## config.mk

```make
export PLATFORM = sky130hd
export DESIGN_NAME = piso_serializer
export DESIGN_NICKNAME = d
export VERILOG_FILES = /design/src/rtl/piso_serializer.sv
export SDC_FILE = /design/constraint.sdc
export NUM_CORES = 1
export LEC_CHECK = 0
export BUFFER_PORTS_ARGS = -buffer_cell sky130_fd_sc_hd__buf_2
export CAP_MARGIN = 20
export CORE_UTILIZATION = 52
export CTS_CLUSTER_DIAMETER = 150
export DETAILED_ROUTE_END_ITERATION = 12
export GPL_TIMING_DRIVEN = 1
export PLACE_DENSITY = 0.84
export SLEW_MARGIN = 20
export SYNTH_ARGS = -nofsm -noshare
export SYNTH_HDL_FRONTEND = slang
export SYNTH_SLANG_ARGS = --single-unit
export TNS_END_PERCENT = 100
```

## constraint.sdc

```tcl
create_clock -name clk -period 1.92 [get_ports clk]
set_input_delay 0.288 -clock clk [delete_from_list [all_inputs] [get_ports clk]]
set_output_delay 0.288 -clock clk [all_outputs]
set_load 0.02 [all_outputs]
```

## src/rtl/piso_serializer.sv

```systemverilog
// piso_serializer
// Parallel-in/serial-out front end for a bit-serial consumer.
// Accepts a WIDTH-bit word over a valid/ready handshake and shifts it out
// one bit per ser_en=1 cycle, each bit framed with valid/first/last flags.
// Back-to-back words stream with no idle gap when the next word is offered
// on the last enabled bit of the current one.
//
// Build option: define SER_LSB_FIRST_EN to transmit bit 0 first.
// Default build (macro undefined) transmits MSB first.
module piso_serializer #(
   parameter int WIDTH = 8
) (
   input  logic             clk,
   input  logic             rst,
   input  logic             load_valid,
   input  logic [WIDTH-1:0] load_data,
   output logic             load_ready,
   input  logic             ser_en,
   output logic             ser_out,
   output logic             ser_valid,
   output logic             ser_first,
   output logic             ser_last,
   output logic             busy
);

   localparam int IDX_W = (WIDTH > 1) ? $clog2(WIDTH) : 1;
   localparam logic [IDX_W-1:0] IDX_LAST = IDX_W'(WIDTH - 1);

   localparam logic [0:0] ST_IDLE  = 1'b0;
   localparam logic [0:0] ST_SHIFT = 1'b1;

   logic [0:0]       state;
   logic [WIDTH-1:0] shreg;
   logic [IDX_W-1:0] idx;
   logic [WIDTH-1:0] shreg_adv;
   logic             accept;

   // Output framing is a pure function of state and bit index.
   assign ser_valid = (state == ST_SHIFT);
   assign busy      = ser_valid;
   assign ser_first = ser_valid && (idx == '0);
   assign ser_last  = ser_valid && (idx == IDX_LAST);

   // Ready depends only on state and ser_en, never on load_valid, so there is
   // no combinational loop through an upstream that waits on ready.
   assign load_ready = (state == ST_IDLE) || (ser_last && ser_en);
   assign accept     = load_valid && load_ready;

`ifdef SER_LSB_FIRST_EN
   // Bit 0 leaves first: shift right, present the LSB.
   assign shreg_adv = {1'b0, shreg[WIDTH-1:1]};
   assign ser_out   = ser_valid && shreg[0];
`else
   // MSB leaves first: shift left, present the MSB.
   assign shreg_adv = {shreg[WIDTH-2:0], 1'b0};
   assign ser_out   = ser_valid && shreg[WIDTH-1];
`endif

   // Load, advance, or retire the in-flight word.
   // NOTE: sequential state uses non-blocking assignments so every register
   // samples pre-edge values regardless of statement order.
   always_ff @(posedge clk or negedge rst) begin
      if (!rst) begin
         // NOTE: the shift register is a plain register (not a memory), so it
         // is reset along with the control state; an aborted word leaves nothing behind.
         state <= ST_IDLE;
         shreg <= '0;
         idx   <= '0;
      end else if (accept) begin
         // Covers both a load from IDLE and a reload on the last enabled bit.
         state <= ST_SHIFT;
         shreg <= load_data;
         idx   <= '0;
      end else if ((state == ST_SHIFT) && ser_en) begin
         if (idx == IDX_LAST) begin
            state <= ST_IDLE;
            shreg <= '0;
            idx   <= '0;
         end else begin
            shreg <= shreg_adv;
            idx   <= idx + 1'b1;
         end
      end
   end

endmodule

```

# Yosys cells after proc, flatten, opt, wreduce, memory -nomap -nowiden
# Index checks and enable logic that the tools add are counted.
# word_totals
regBits,12
in_bits,12
output_inout_bits,6
wordCells,26
# classes
add_sub_neg,1
eq_ne,1
muxes,9
bitwise,1
reduce_logical,11
# ops
operator,count
$mux W8,3
$mux W3,3
$logic_and A1 B1 Y1,6
$reduce_bool A2 Y1,2
$add A3 B1 Y3 const B,1
$eq A3 B3 Y1 const B,1
$logic_not A3 Y1,1
$mux W1,3
$reduce_and A2 Y1,1
$logic_or A1 B1 Y1,1
$not A1 Y1,1

# Longest topological paths before layout
# Gate-level depths: netlist of run 1.
# depth
depth_word,7
depth_mapped,6

# Worst setup path after synthesis of run 1
# OpenSTA, ideal clock, no wires.
# synth_timing
kind,register to output
start,register idx[0]
end,output port ser_last
arrival_ns,1.263
required_time_ns,1.632
slack_ns,0.369
path_stages_with_launch,6
path_buffers,2
path_cell_list,dfrtp_1 ha_1 ha_1 buf_4 buf_4 and2_1
# synth_via
elab_chain_len,2
# synth_lines
element,line,source
"start, declared",34,logic [IDX_W-1:0] idx;
"start signal, assigned",81,idx <= idx + 1'b1;
$eq A3 B3 Y1,42,assign ser_last = ser_valid && (idx == IDX_LAST);
$logic_and A1 B1 Y1,42,
"end, declared",22,"output logic ser_last,"
# Every way passes these cells.

# Worst setup path in the final report of run 1
# layout_timing
start,register idx[0]
end,output port load_ready
# layout_via
elab_chain_len,4
# layout_lines
element,line,source
$eq A3 B3 Y1,42,
$logic_and A1 B1 Y1,42,
$logic_and A1 B1 Y1,46,assign load_ready = (state == ST_IDLE) || (ser_last && ser_en);
$logic_or A1 B1 Y1,46,
"end, declared",17,"output logic load_ready,"
# Every way passes these cells.

==> flow_summary.ini, run 1 <==
[route]
dr.pass1.iters = 4
route.detailed.drc = 0
ant_nets = 0
routed_wl_um = 1570
vias_per_cell = 5.97
initialDrtViolationCount = 14
wire_per_inst_um = 13.7
vias = 687

[critical_path]
slowest_stage = dfrtp_1
start_kind = register
worstRegToRegCells = 5
required_ns = 1.63
cp_common_cell = nand2_1
endpoint_kind = output pin
max_stage_delay_ns = 0.40
crit_arrival_ns = 1.49
cp_max_fo = 19
crit_path_cell_trace = ha_1 > ha_4 > nand2_1 > nand2_1 > buf_2
critPathKind = reg -> out

[synthesis]
async_reset_ff_share_pct = 100
ys_warn_count = 0
synth_most_common_cell = dfrtp_1
synth_top_area_share_pct = 37.1
synthTopCellsByArea = dfrtp_1 37%, mux2i_1 9.9%, o221ai_1 7.6%
synth.largest_area_cell = dfrtp_1
ys.flop_type = dfrtp_1
synth_cell_type_count = 29
syn_nets = 97
syn_avg_cell_area_um2 = 9.87
synth_common_cells = 12 x dfrtp_1, 11 x nand2_1, 8 x mux2i_1, 7 x o221ai_1, 6 x a31oi_1
netlist_area_um2 = 810
synthCells = 82
yosysSeqAreaShare_pct = 37.1
ys_ff_latch = 12
synth_edf_count = 0

[timing]
fin_worst_skew_ns = 0.00400
max_slew.worst_pin.slew_ns = 0.436
holdWs_ns = 0.295
finalSetupViolCount = 0
finalHoldViolCount = 0
finalSetupTns_ns = 0
fmax_mhz = 562
min_period_ns = 1.78
slew_headroom_pct = 70.9
period_share_pct = 92.6
rsz0062_at_grt = no
maxSlewViolCount = 0

[global_routing]
grt_max_degree = 20
antenna_found_initial = 0
overflow = 0
grt_pass1_wl_um = 2680
grtUsageTotal_pct = 20.6
grt_pass1_vias = 630

[clocking]
root_buffer = clkbuf_4
cts_buffer_depth = 2
clk_latency_ns = 0.29
cts_max_level = 1
cts_tree = yes
cts-buffers-inserted = 3
clk_pin_slew_ns = 0.08
cts.sinks = 12

[cells_and_area]
nFillCells = 121
syn2layout_area_growth_pct = 15.6
n_antenna_cell = 0
drive_gt1_share_pct = 28.0
final_area_um2 = 936
nNetsFinal = 116

[placed_design]
routabilityCongestion = 0.738
port_buffers = 17
place_area_um2 = 870
hpwl_um = 1110

[floorplan]
dieArea_mm2 = 0.00172
io_pins = 18
fp-row-count = 13
die_x_um = 41.5
core_area_mm2 = 0.00137
initial_utilization_pct = 59.2
die_h_um = 41.5

[power_and_ir_drop]
leakage_uw = 0.000468
power-per-cell-area_mw_per_mm2 = 1180
vdd_drop_max_mv = 0.552

[hold_path]
worstHoldPathType = in -> reg
hold_path_depth = 3

[job]
cap_viol_max_count = 0

[status]
status = finished, final reports clean
area by class of cell:
class                      count  area, µm²  share of cell area [%]
sequential                    12        300                    32.1
multi-input combinational     61        455                    48.7
timing repair buffer          21        118                    12.6
clock buffer                   4       36.3                    3.88
tap                           15       18.8                    2.01
inverter                       2       7.51                   0.802
logic make-up (layout without fill, tap and decap cells):
group | count (synthesis) | count (layout) | synth area share, %
AO/OA/AOI/OAI | 20 | 20 | 18.5
adder cells (fa/ha/maj) | 3 | 3 | 4.64
buffers and inverters | 9 | 27 | 8.19
flip-flops | 12 | 12 | 37.1
multiplexers | 9 | 9 | 11.7
AND/OR/NAND/NOR | 29 | 29 | 19.8
state kept, by name, summed over array words and instances, names as in the netlist:
| register | cells |
|---|---|
| shreg | 8 |
| idx | 3 |
| busy | 1 |
what timing repair did:
item / 4_1_cts / 5_1_grt
hold buffers: 1 / 0
setup endpoints to repair: 2 / 2
hold endpoints to repair: 12 / 0
gates resized for setup: 1 / 1
setup buffers: 0 / 1
worst max-delay path: cells and delay by family, from the launching register on:
kind / cells / cell delay, ns
and+or+nand+nor: 2 / 0.16
DFF: 1 / 0.40
buffers and inverters: 1 / 0.18
adders and majority gates: 2 / 0.46
stage by stage:
stage | instances | setup WS [ns] | power [µW] | util (%)
floorplan | 82 | 0.369 | 768 | -
global placement | 109 | 0.238 | 847 | 63.6
detailed placement | 109 | 0.185 | 869 | 63.6
CTS | 114 | 0.0493 | 1090 | 67.2
global route | 115 | 0.0266 | 1200 | 68.5
finish | 115 | 0.141 | 1110 | 68.5
power by group:
| group | total [µW] | internal [µW] | switching [µW] | leakage [µW] |
|---|---|---|---|---|
| clock network | 213 | 116 | 97.2 | 0.0000210 |
| logic | 473 | 251 | 222 | 0.000293 |
| registers | 422 | 343 | 79.3 | 0.000154 |
metal layers:
layer	up-vias	part of all wire, %	GRT usage [%]
li1	336	-	-
met1	320	44	26.3
met2	26	48	32.5
met3	5	5.5	2.61
met4	0	2.2	13.5
met5	-	0	0
cells in the final DEF (no fill, tap or decap), drive strengths merged, types with 2 or more instances in the layout:
cell | Yosys | layout
a31oi | 6 | 6
and2 | 2 | 2
and2b | 6 | 6
buf | 7 | 20
clkbuf | 0 | 4
dfrtp | 12 | 12
ha | 3 | 3
inv | 2 | 2
mux2i | 8 | 8
nand2 | 12 | 12
nand2b | 2 | 2
nor2 | 2 | 2
nor2b | 2 | 2
o221ai | 7 | 7
final timing paths:
| check | from | to | slack, ns |
|---|---|---|---|
| hold reg to reg | shreg[4] | shreg[4] | 0.52 |
| hold / removal | load_data[0] | shreg[0] | 0.29 |
| min in group asynchronous | rst | busy | 0.40 |
| setup / recovery | idx[0] | load_ready | 0.14 |
| setup reg to reg | idx[0] | idx[2] | 0.42 |
| max in group asynchronous | rst | idx[1] | 1.31 |
Power figures use the tool's default switching activity.
==> run 2: changes to the inputs <==
--- a/config.mk
+++ b/config.mk
@@ -10,7 +10,7 @@
 export CORE_UTILIZATION = 52
 export CTS_CLUSTER_DIAMETER = 150
 export DETAILED_ROUTE_END_ITERATION = 12
-export GPL_TIMING_DRIVEN = 1
+export GPL_TIMING_DRIVEN = 0
 export PLACE_DENSITY = 0.84
 export SLEW_MARGIN = 20
 export SYNTH_ARGS = -nofsm -noshare
==> run 2 against run 1 <==
Count of clock-buffer cells in the layout down 1. Global-route usage rose by 1.0 points. Wire length grew 8.4%. Combinational power increased by 3%. Final cell count grew 2.6%. Critical path type unchanged.
==> flow_summary.ini, run 2 (same netlist as run 1, synthesis figures left out) <==
[global_routing]
antenna_found_initial = 0
overflow = 0
grt_max_degree = 20
grt_pass1_vias = 634
grtUsageTotal_pct = 21.6
grt_pass1_wl_um = 2840

[placed_design]
hpwl_um = 1170
port_buffers = 17
routabilityCongestion = 0.746

[timing]
finalSetupViolCount = 0
fmax_mhz = 550
finalSetupTns_ns = 0
fin_worst_skew_ns = 0.00238
period_share_pct = 94.7
rsz0062_at_grt = no
slew_headroom_pct = 81.1
max_slew.worst_pin.slew_ns = 0.283
maxSlewViolCount = 0
min_period_ns = 1.82
finalHoldViolCount = 0

[clocking]
cts_max_level = 1
cts.sinks = 12
cts_buffer_depth = 2
cts_tree = yes
clk_latency_ns = 0.27
clk_pin_slew_ns = 0.07
root_buffer = clkbuf_4
cts-buffers-inserted = 3

[cells_and_area]
largest_register_ffs = 8
mostFrequentLayoutCells = 19 x buf_2, 12 x dfrtp_1, 11 x nand2_1
n_antenna_cell = 0
final_common_cell = buf_2
nFillCells = 107
syn2layout_area_growth_pct = 17.3
drive_gt1_share_pct = 29.1
final-seq-area_um2 = 300
final_util_pct = 69.5
regMostFlops = shreg
nNetsFinal = 120
multi_input_area_um2 = 443

[floorplan]
dieArea_mm2 = 0.00172
io_pins = 18
initial_utilization_pct = 59.2
fp-row-count = 13
die_h_um = 41.5
core_area_mm2 = 0.00137
die_x_um = 41.5

[route]
route.detailed.drc = 0
dr.pass1.iters = 4
vias_per_cell = 6.08
vias = 717
initialDrtViolationCount = 21
wire_per_inst_um = 14.5
routed_wl_um = 1710
ant_nets = 0

[power_and_ir_drop]
leakage_uw = 0.000482
vdd_drop_max_mv = 0.536
power-per-cell-area_mw_per_mm2 = 1110

[critical_path]
required_ns = 1.63
cp_max_fo = 19
critPathKind = reg -> out
endpoint_kind = output pin
crit_arrival_ns = 1.53
start_kind = register

[status]
status = finished, final reports clean

[hold_path]
worstHoldPathType = in -> reg

[job]
cap_viol_max_count = 0
==> run 2: cell types whose count changed in the layout (fill, tap and decap cells not counted), sizes merged <==
cell    before  now
clkbuf       4    3
buf         20   24
==> run 2: layout make-up <==
cell class	count	share of cell area [%]
multi-input combinational	61	46.6
tap	15	1.98
sequential	12	31.6
timing repair buffer	19	10.8
clock buffer	3	2.37
buffer	6	5.80
inverter	2	0.791
==> run 2: final timing paths <==
path / slack, ns / start / endpoint / cells after the start
worst max-delay path: 0.10 / idx[0] / load_ready / 6
worst min-delay path: 0.31 / load_data[0] / shreg[0] / 3
worst max register to register: 0.40 / idx[0] / idx[2] / 5
worst min register to register: 0.52 / shreg[2] / shreg[2] / 2
max in group asynchronous: 1.27 / rst / idx[1] / 2
min in group asynchronous: 0.43 / rst / shreg[7] / 2
==> run 2: critical path, stage by stage, from the launching register on <==
cell     delay (ns)
dfrtp_1        0.40
ha_1           0.20
ha_1           0.19
buf_6          0.15
nand2_1        0.09
nand2_1        0.06
buf_2          0.16
==> run 2: metal layers <==
metal / share of wire (%) / vias to the layer above / global-route usage (%)
met5: 0 / - / 0
met4: 2.4 / 0 / 14.8
met3: 4.6 / 5 / 3.91
met2: 46 / 24 / 30.6
met1: 47 / 345 / 29.6
li1: - / 343 / -
==> run 2: repair_timing <==
item	4_1_cts	5_1_grt
hold endpoints to repair	12	0
buffers inserted	1	0
hold buffers	1	0
gates resized for setup	0	1
endpoints found under the setup margin	1	1
gates cloned	0	0
==> run 2: stage by stage <==
stage	total power, µW	cell area [µm²]	cells	hold slack (ns)	setup WS [ns]
final	1050	950	118	0.312	0.102
after global routing	1130	950	118	0.328	0.0153
after CTS	1050	946	118	0.313	0.0791
after detailed placement	889	913	114	0.183	0.228
after global placement	868	913	114	0.185	0.233
after floorplan	768	810	82	-0.00759	0.369
==> run 2: where the power goes <==
part	switching (µW)	total, µW	internal [µW]
registers	68.0	411	343
logic	237	487	250
clock network	81.5	154	72.7
